===== config.mk =====
export PLATFORM = sky130hd
export DESIGN_NAME = pc_unit
export DESIGN_NICKNAME = d
export VERILOG_FILES = /design/src/rtl/pc_unit.sv
export SDC_FILE = /design/constraint.sdc
export NUM_CORES = 1
export LEC_CHECK = 0
export CAP_MARGIN = 20
export CORE_ASPECT_RATIO = 0.8
export CORE_UTILIZATION = 42
export DETAILED_ROUTE_END_ITERATION = 12
export GPL_TIMING_DRIVEN = 0
export PLACE_DENSITY = 0.85
export SLEW_MARGIN = 0
export SYNTH_ARGS = -nofsm -noshare
export SYNTH_HDL_FRONTEND = slang
export SYNTH_SLANG_ARGS = --single-unit

===== constraint.sdc =====
create_clock -name clk -period 3.1 [get_ports clk]
set_clock_uncertainty 0.1 [all_clocks]
set_input_delay 0.465 -clock clk [delete_from_list [all_inputs] [get_ports clk]]
set_output_delay 0.465 -clock clk [all_outputs]
set_load 0.005 [all_outputs]

===== src/rtl/pc_unit.sv =====
// pc_unit: program-counter register and next-PC selection for the head of IF.
// Handles stall hold, exception entry, ERET return, a one-entry buffer that
// remembers a redirect raised while stalled, and flags misaligned PCs.
module pc_unit #(
  parameter int unsigned       WIDTH         = 32,
  parameter logic [WIDTH-1:0]  RESET_PC      = 32'h0000_3000,
  parameter logic [WIDTH-1:0]  EXC_VECTOR    = 32'h0000_4180,
  parameter bit                HOLD_REDIRECT = 1'b1
) (
  input  logic             clk,
  input  logic             reset,
  input  logic             stall,
  input  logic [1:0]       npc_sel,
  input  logic [WIDTH-1:0] br_target,
  input  logic [WIDTH-1:0] jr_target,
  input  logic [WIDTH-1:0] j_target,
  input  logic             exc_req,
  input  logic             eret,
  input  logic [WIDTH-1:0] epc,
  output logic [WIDTH-1:0] pc,
  output logic [WIDTH-1:0] pc4,
  output logic [WIDTH-1:0] npc,
  output logic             redirect_pending,
  output logic             pc_misaligned
);

  localparam logic [WIDTH-1:0] PC_STEP = WIDTH'(4);

  logic [WIDTH-1:0] pc_q, pc_d;
  logic [WIDTH-1:0] buf_q, buf_d;
  logic             pend_q, pend_d;
  logic [WIDTH-1:0] sel_target;
  logic [WIDTH-1:0] pc_plus4;

  assign pc_plus4 = pc_q + PC_STEP;

  // Target mux driven directly by npc_sel.
  always_comb begin
    sel_target = pc_plus4;
    unique case (npc_sel)
      2'b00:   sel_target = pc_plus4;
      2'b01:   sel_target = br_target;
      2'b10:   sel_target = jr_target;
      2'b11:   sel_target = j_target;
      default: sel_target = pc_plus4;
    endcase
  end

  // Next-PC priority: exception, ERET, stall hold, buffered replay, normal select.
  // Exception and ERET both abandon any buffered redirect since control flow
  // has moved elsewhere.
  always_comb begin
    pc_d   = sel_target;
    buf_d  = buf_q;
    pend_d = pend_q;
    if (exc_req) begin
      pc_d   = EXC_VECTOR;
      pend_d = 1'b0;
    end else if (eret) begin
      pc_d   = epc;
      pend_d = 1'b0;
    end else if (stall) begin
      pc_d = pc_q;
      if (HOLD_REDIRECT && (npc_sel != 2'b00)) begin
        buf_d  = sel_target;
        pend_d = 1'b1;
      end
    end else if (pend_q) begin
      pc_d   = buf_q;
      pend_d = 1'b0;
    end
  end

  // State update; reset wins over everything, including a buffered redirect.
  always_ff @(posedge clk) begin
    if (reset) begin
      pc_q   <= RESET_PC;
      buf_q  <= '0;
      pend_q <= 1'b0;
    end else begin
      pc_q   <= pc_d;
      buf_q  <= buf_d;
      pend_q <= pend_d;
    end
  end

  assign pc               = pc_q;
  assign pc4              = pc_plus4;
  assign npc              = pc_d;
  assign redirect_pending = pend_q;
  assign pc_misaligned    = |pc_q[1:0];

endmodule


==> results of run 1 <==
-- cell usage after synthesis, types with 13 or more instances --
library cell,number
a21oi_1,61
a22oi_1,14
nor3_1,29
nand2_1,58
a211oi_1,18
a221oi_1,13
nand3_1,16
dfxtp_1,65
clkbuf_1,40
mux2_2,16
buf_2,13
xnor2_1,13
inv_1,20
mux2i_1,18
o21ai_0,30
nor2_1,76
nand4_1,14
-- cell type report --
cell class | instances | area [µm²]
Buffer | 56 | 318
Clock buffer | 15 | 258
Fill cell | 881 | 3170
Inverter | 22 | 90.1
Multi-Input combinational cell | 535 | 3660
Sequential cell | 65 | 1350
Tap cell | 148 | 185
Timing Repair Buffer | 258 | 2530
-- power by group through the flow --
stage,logic [mW],clock network [mW],registers (mW)
final,0.846,0.949,0.932
after global routing,0.894,0.967,0.936
after CTS,0.798,0.929,0.932
after detailed placement,0.780,0,0.942
after global placement,0.773,0,0.941
after floorplan,0.334,0,0.930
-- per-stage QoR --
step | instance area (µm²) | std cells | worst slack (ns)
3_5_place_dp | 7460 | 1056 | -0.554
2_1_floorplan | 5000 | 681 | 0.589
4_1_cts | 8070 | 1083 | -0.0621
3_3_place_gp | 7460 | 1056 | -0.563
6_report | 8390 | 1099 | -0.0522
5_1_grt | 8390 | 1099 | -0.0369
-- state kept, by name, summed over array words and instances, names as in the netlist --
signal / count
redirect_pending: 1
buf_q: 32
pc: 32
-- how the worst max path moves through the flow --
stage,slack (ns),end,depth (start not counted),from
floorplan,0.59,npc[26],6,pc[2]
global route,-0.04,npc[31],8,pc[11]
CTS,-0.06,npc[30],8,pc[11]
global placement,-0.56,npc[11],8,eret
finish,-0.05,npc[31],8,pc[11]
detailed placement,-0.55,npc[11],8,eret
-- logic make-up (layout without fill, tap and decap cells) --
logic type               after synthesis  in the layout  share of synthesized area (%)
AND/OR/NAND/NOR                      265            265                           27.1
AO/OA/AOI/OAI                        212            212                           28.8
buffers and inverters                 81            351                           6.55
flip-flops                            65             65                           26.0
multiplexers                          34             34                           7.20
XOR/XNOR                              23             23                           4.03
adder cells (fa/ha/maj)                1              1                          0.250
-- critical path, stage by stage, from the launching register on --
cell,delay [ns]
dfxtp_1,0.37
buf_6,0.17
nand4_4,0.15
buf_4,0.19
nor4_4,0.25
nand4_1,0.18
xor2_1,0.21
a21oi_1,0.19
clkdlybuf4s50_1,0.53
-- layer usage --
layer / part of all wire (%) / global-route usage (%) / up-vias
met5: 0 / 0 / -
met4: 5.7 / 20.9 / 0
met3: 14 / 9.98 / 128
met2: 44 / 59.0 / 630
met1: 37 / 49.6 / 3286
li1: - / - / 3064
-- repair_timing --
item / CTS / global route
hold endpoints to repair: 0 / 0
setup buffers: 15 / 16
pin swaps: 11 / 12
gates resized for setup: 88 / 69
cloned: 0 / 0
endpoints found under the setup margin: 45 / 31
==> metrics, run 1 <==
status finished, violations left; failing checks negative setup slack; post-layout util 72.6%; Synth async-reset ratio 0%; cells after synthesis roughly 700; Slew @ Worst Pin ~0.79 ns; P per Cell Area 325 nW/µm²; #FFs+latches synth 65; DRT iter0 DRCs 847; Buffers on Ports 227; R2R Path End pc[30]; worst setup path class reg -> out; CTS tree yes; full die area about 12000 µm²; GRT Total Usage 38.7%; Tcrit/Tclk final 102%; number of remaining DRC errors 0; most frequent cells in the layout 211 x clkdlybuf4s50_1, 73 x nor2_1, 57 x nand2_1, 57 x a21oi_1, 48 x dfxtp_1; total CTS buffers 9; Max Freq around 0.32 GHz; Crit. End Element primary output; fin. max-slew vios 0; Die X ~120 µm; grt total ovfl 0; sequential element share of the synthesized area 26.0%; WHS Path Cells 2; R2R setup slack approximately 0.99 ns; commonest non-fill, non-tap cell in the layout clkdlybuf4s50_1; initial antenna violation count 0; Max Cap Violations 0; Setup WS post-layout -0.0522 ns; Rel. slew slack a little under half; Initial Util 43.3%; Final Setup Violations 1; Root Driver clkbuf_16; vias in the first global route 6618; internal power 1.88 mW; DR pass1 iterations 8; hold endpoint buf_q[6]; Antenna Cells 0; register share of total power 34.2%; sw power ~840 µW; area of the mapped netlist 5000 µm²; worst hold path startpoint buf_q[6]; layout cell share with drive strength beyond 1 18.1%; Routed Antenna Nets 0; sw frac 30.9%; Power, Total between 2 and 3 mW; worst min path class reg -> reg; Yosys top cell area share 26.0%; row count 35; Peak VDD IR 0.267 mV; final hold viol count 0; R2R depth 6; area leader, netlist dfxtp_1; Clk Latency, worst-skew pair 0.34 ns; CP Launch Type register; synthesis-to-finish area growth 67.7%; clock sink count 65; syn nets 817; Synth Area per Inst 7.35 µm²; first-pass GRT wire length 35.5 mm; hold_ws 0.351 ns; Via density between 6 and 7; Post-synth EDFFs 0; DRT Wirelength between 20 and 25 mm; ys flop type dfxtp_1; clock share of power 34.8%; RSZ-0062 raised after global routing true; library cells used by synthesis 66; Ports 233; Routed WL per cell 22.3 µm; hpwl dp 17.9 mm; die height 99.6 µm; Yosys Warn Count 0; clk buf depth 2; Area contributors post-synth dfxtp_1 26%, a21oi_1 6.1%, nor2_1 5.7%; setup TNS -0.0522 ns; Hold-fix buffers, CTS 0; core area 11600 µm²; H-Tree Depth 3; largest net degree at the start of global routing 12; Data required, critical path 2.53 ns; LEAKAGE 3.41 nW; clk slew on worst S/H paths 0.05 ns; Total Nets Final about 1.1k; gpl congestion 0.963; arrival time at the worst endpoint 2.59 ns; crit path max fanout 8; RR Startpoint redirect_pending; Combinational Power Share between 30 and 40%; routed vias 7108; post-layout minimum cycle time 3.15 ns
(Power assumes the default switching activity.)
==> run 2: changes to the inputs <==
--- a/config.mk
+++ b/config.mk
@@ -6,8 +6,10 @@
 export NUM_CORES = 1
 export LEC_CHECK = 0
 export CAP_MARGIN = 20
+export CELL_PAD_IN_SITES_DETAIL_PLACEMENT = 1
+export CELL_PAD_IN_SITES_GLOBAL_PLACEMENT = 2
 export CORE_ASPECT_RATIO = 0.8
-export CORE_UTILIZATION = 42
+export CORE_UTILIZATION = 22
 export DETAILED_ROUTE_END_ITERATION = 12
 export GPL_TIMING_DRIVEN = 0
 export PLACE_DENSITY = 0.85
==> metrics, run 2 (synthesis results as in run 1) <==
Setup WS post-layout -0.0183 ns (was -0.0522 ns); worst setup path class reg -> out (unchanged); clock sink count 65 (unchanged); grt total ovfl 0 (unchanged); Power, Total 2.88 mW (was 2.73 mW); DRT iter0 DRCs 467 (was 847); status finished, violations left (unchanged); Via density 5.41 (was 6.47); Buffers on Ports 227 (unchanged); Root Driver clkbuf_16 (unchanged); H-Tree Depth 3 (unchanged); Peak VDD IR 0.256 mV (was 0.267 mV); worst path cell trace buf_6, nand4_4, buf_4, nor4_4, nand3_1, xnor2_2, a21oi_2, clkdlybuf4s50_1 (was buf_6, nand4_4, buf_4, nor4_4, nand4_1, xor2_1, a21oi_1, clkdlybuf4s50_1); Die X 171 µm (was 124 µm); Initial Util 22.8% (was 43.3%); Routed WL per cell 24.0 µm (was 22.3 µm); Critical Path Source pc[11] (unchanged); GRT Total Usage 25.5% (was 38.7%); Clk Latency, worst-skew pair 0.34 ns (about the same); fin. max-slew vios 0 (unchanged); Crit. End Element primary output (unchanged); CP peak stage delay 0.53 ns (about the same); layout cell share with drive strength beyond 1 21.5% (was 18.1%); initial antenna violation count 0 (unchanged); clk buf depth 2 (unchanged); die height 137 µm (was 99.6 µm); number of remaining DRC errors 0 (unchanged); Slew @ Worst Pin 0.827 ns (was 0.792 ns); core area 21900 µm² (was 11600 µm²); arrival time at the worst endpoint 2.55 ns (was 2.59 ns); LEAKAGE 3.53 nW (was 3.41 nW); RR Startpoint pc[11] (was redirect_pending); Ports 233 (unchanged); total CTS buffers 9 (unchanged); CP Launch Type register (unchanged); Hold-fix buffers, CTS 0 (unchanged); post-layout minimum cycle time 3.12 ns (was 3.15 ns); CTS tree yes (unchanged); family with the most delay on the worst path buffers and inverters (unchanged); Rel. slew slack 44.9% (was 47.2%); RSZ-0062 raised after global routing true (unchanged); Routed Antenna Nets 0 (unchanged); first-pass GRT wire length 43.3 mm (was 35.5 mm); full die area 23300 µm² (was 12400 µm²); synthesis-to-finish area growth 76.0% (was 67.7%); CP max-delay cell clkdlybuf4s50_1 (unchanged); Final Setup Violations 1 (unchanged); final hold viol count 0 (unchanged); worst hold path startpoint buf_q[28] (was buf_q[6]); Max Freq 0.321 GHz (was 0.317 GHz); hpwl dp 22.9 mm (was 17.9 mm); row count 48 (was 35); crit path max fanout 8 (unchanged); Total Nets Final 1087 (was 1083); vias in the first global route 7037 (was 6618); most frequent cells in the layout 207 x clkdlybuf4s50_1, 71 x nor2_1, 57 x nand2_1 (was 211 x clkdlybuf4s50_1, 73 x nor2_1, 57 x nand2_1, 57 x a21oi_1, 48 x dfxtp_1); DRT Wirelength 30.1 mm (was 24.5 mm); gpl congestion 0.902 (was 0.963); commonest non-fill, non-tap cell in the layout clkdlybuf4s50_1 (unchanged); post-layout util 40.2% (was 72.6%); Data required, critical path 2.53 ns (about the same); hold_ws 0.357 ns (was 0.351 ns); clk slew on worst S/H paths 0.06 ns (was 0.05 ns); routed vias 6798 (was 7108); largest net degree at the start of global routing 12 (unchanged); Tcrit/Tclk final 101% (was 102%); crit path buf inv count 3 (unchanged); Antenna Cells 0 (unchanged); Max Cap Violations 0 (unchanged); DR pass1 iterations 5 (was 8); P per Cell Area 328 nW/µm² (was 325 nW/µm²); failing checks negative setup slack (unchanged); worst min path class reg -> reg (unchanged)
run 2: worst paths after layout:
path          endpoint  slack [ns]  depth (start not counted)
max            npc[24]       -0.02                          8
max reg2reg     pc[15]        1.01                         10
min          buf_q[28]        0.36                          2
min reg2reg  buf_q[28]        0.36                          2
run 2: layout make-up:
class	instances	area (µm²)
clock buffer	13	250
multi-input combinational	535	3740
inverter	22	85.1
sequential	65	1360
tap	300	375
clock inverter	3	40.0
timing repair buffer	264	2610
buffer	54	342
fill	2583	13100
run 2: layer usage:
layer  global-route usage (%)  wire length [µm]  vias to the layer above
met5                        0                 0                        -
met4                     6.71               476                        0
met3                     5.49              2400                       35
met2                     41.9             13900                      316
met1                     33.6             13300                     3388
li1                         -                 -                     3059
run 2: what timing repair did:
item / in CTS / in global routing
setup buffers: 21 / 16
resized for setup: 140 / 57
setup endpoints to repair: 48 / 25
pin swaps: 18 / 18
run 2: tightest hold or removal path: cells and delay by family (launching register included):
| family | cells | cell delay (ns) |
|---|---|---|
| flops | 1 | 0.31 |
| simple gates | 1 | 0.05 |
| compound gates | 1 | 0.05 |
run 2: power by group:
| part | internal, mW | switching (mW) | leakage, nW |
|---|---|---|---|
| sequential | 0.873 | 0.0611 | 0.544 |
| clock | 0.644 | 0.421 | 0.144 |
| combinational | 0.456 | 0.429 | 2.84 |
| total | 1.97 | 0.910 | 3.53 |
run 2: through the flow:
step	worst slack, ns	area (µm²)	cells	TNS [ns]
after detailed placement	-0.768	7650	1208	-14.13
after CTS	0.00251	8470	1240	0
after global placement	-0.851	7650	1208	-14.64
after floorplan	0.589	5000	681	0
after global routing	-0.0737	8800	1256	-0.110
final	-0.0183	8800	1256	-0.0183
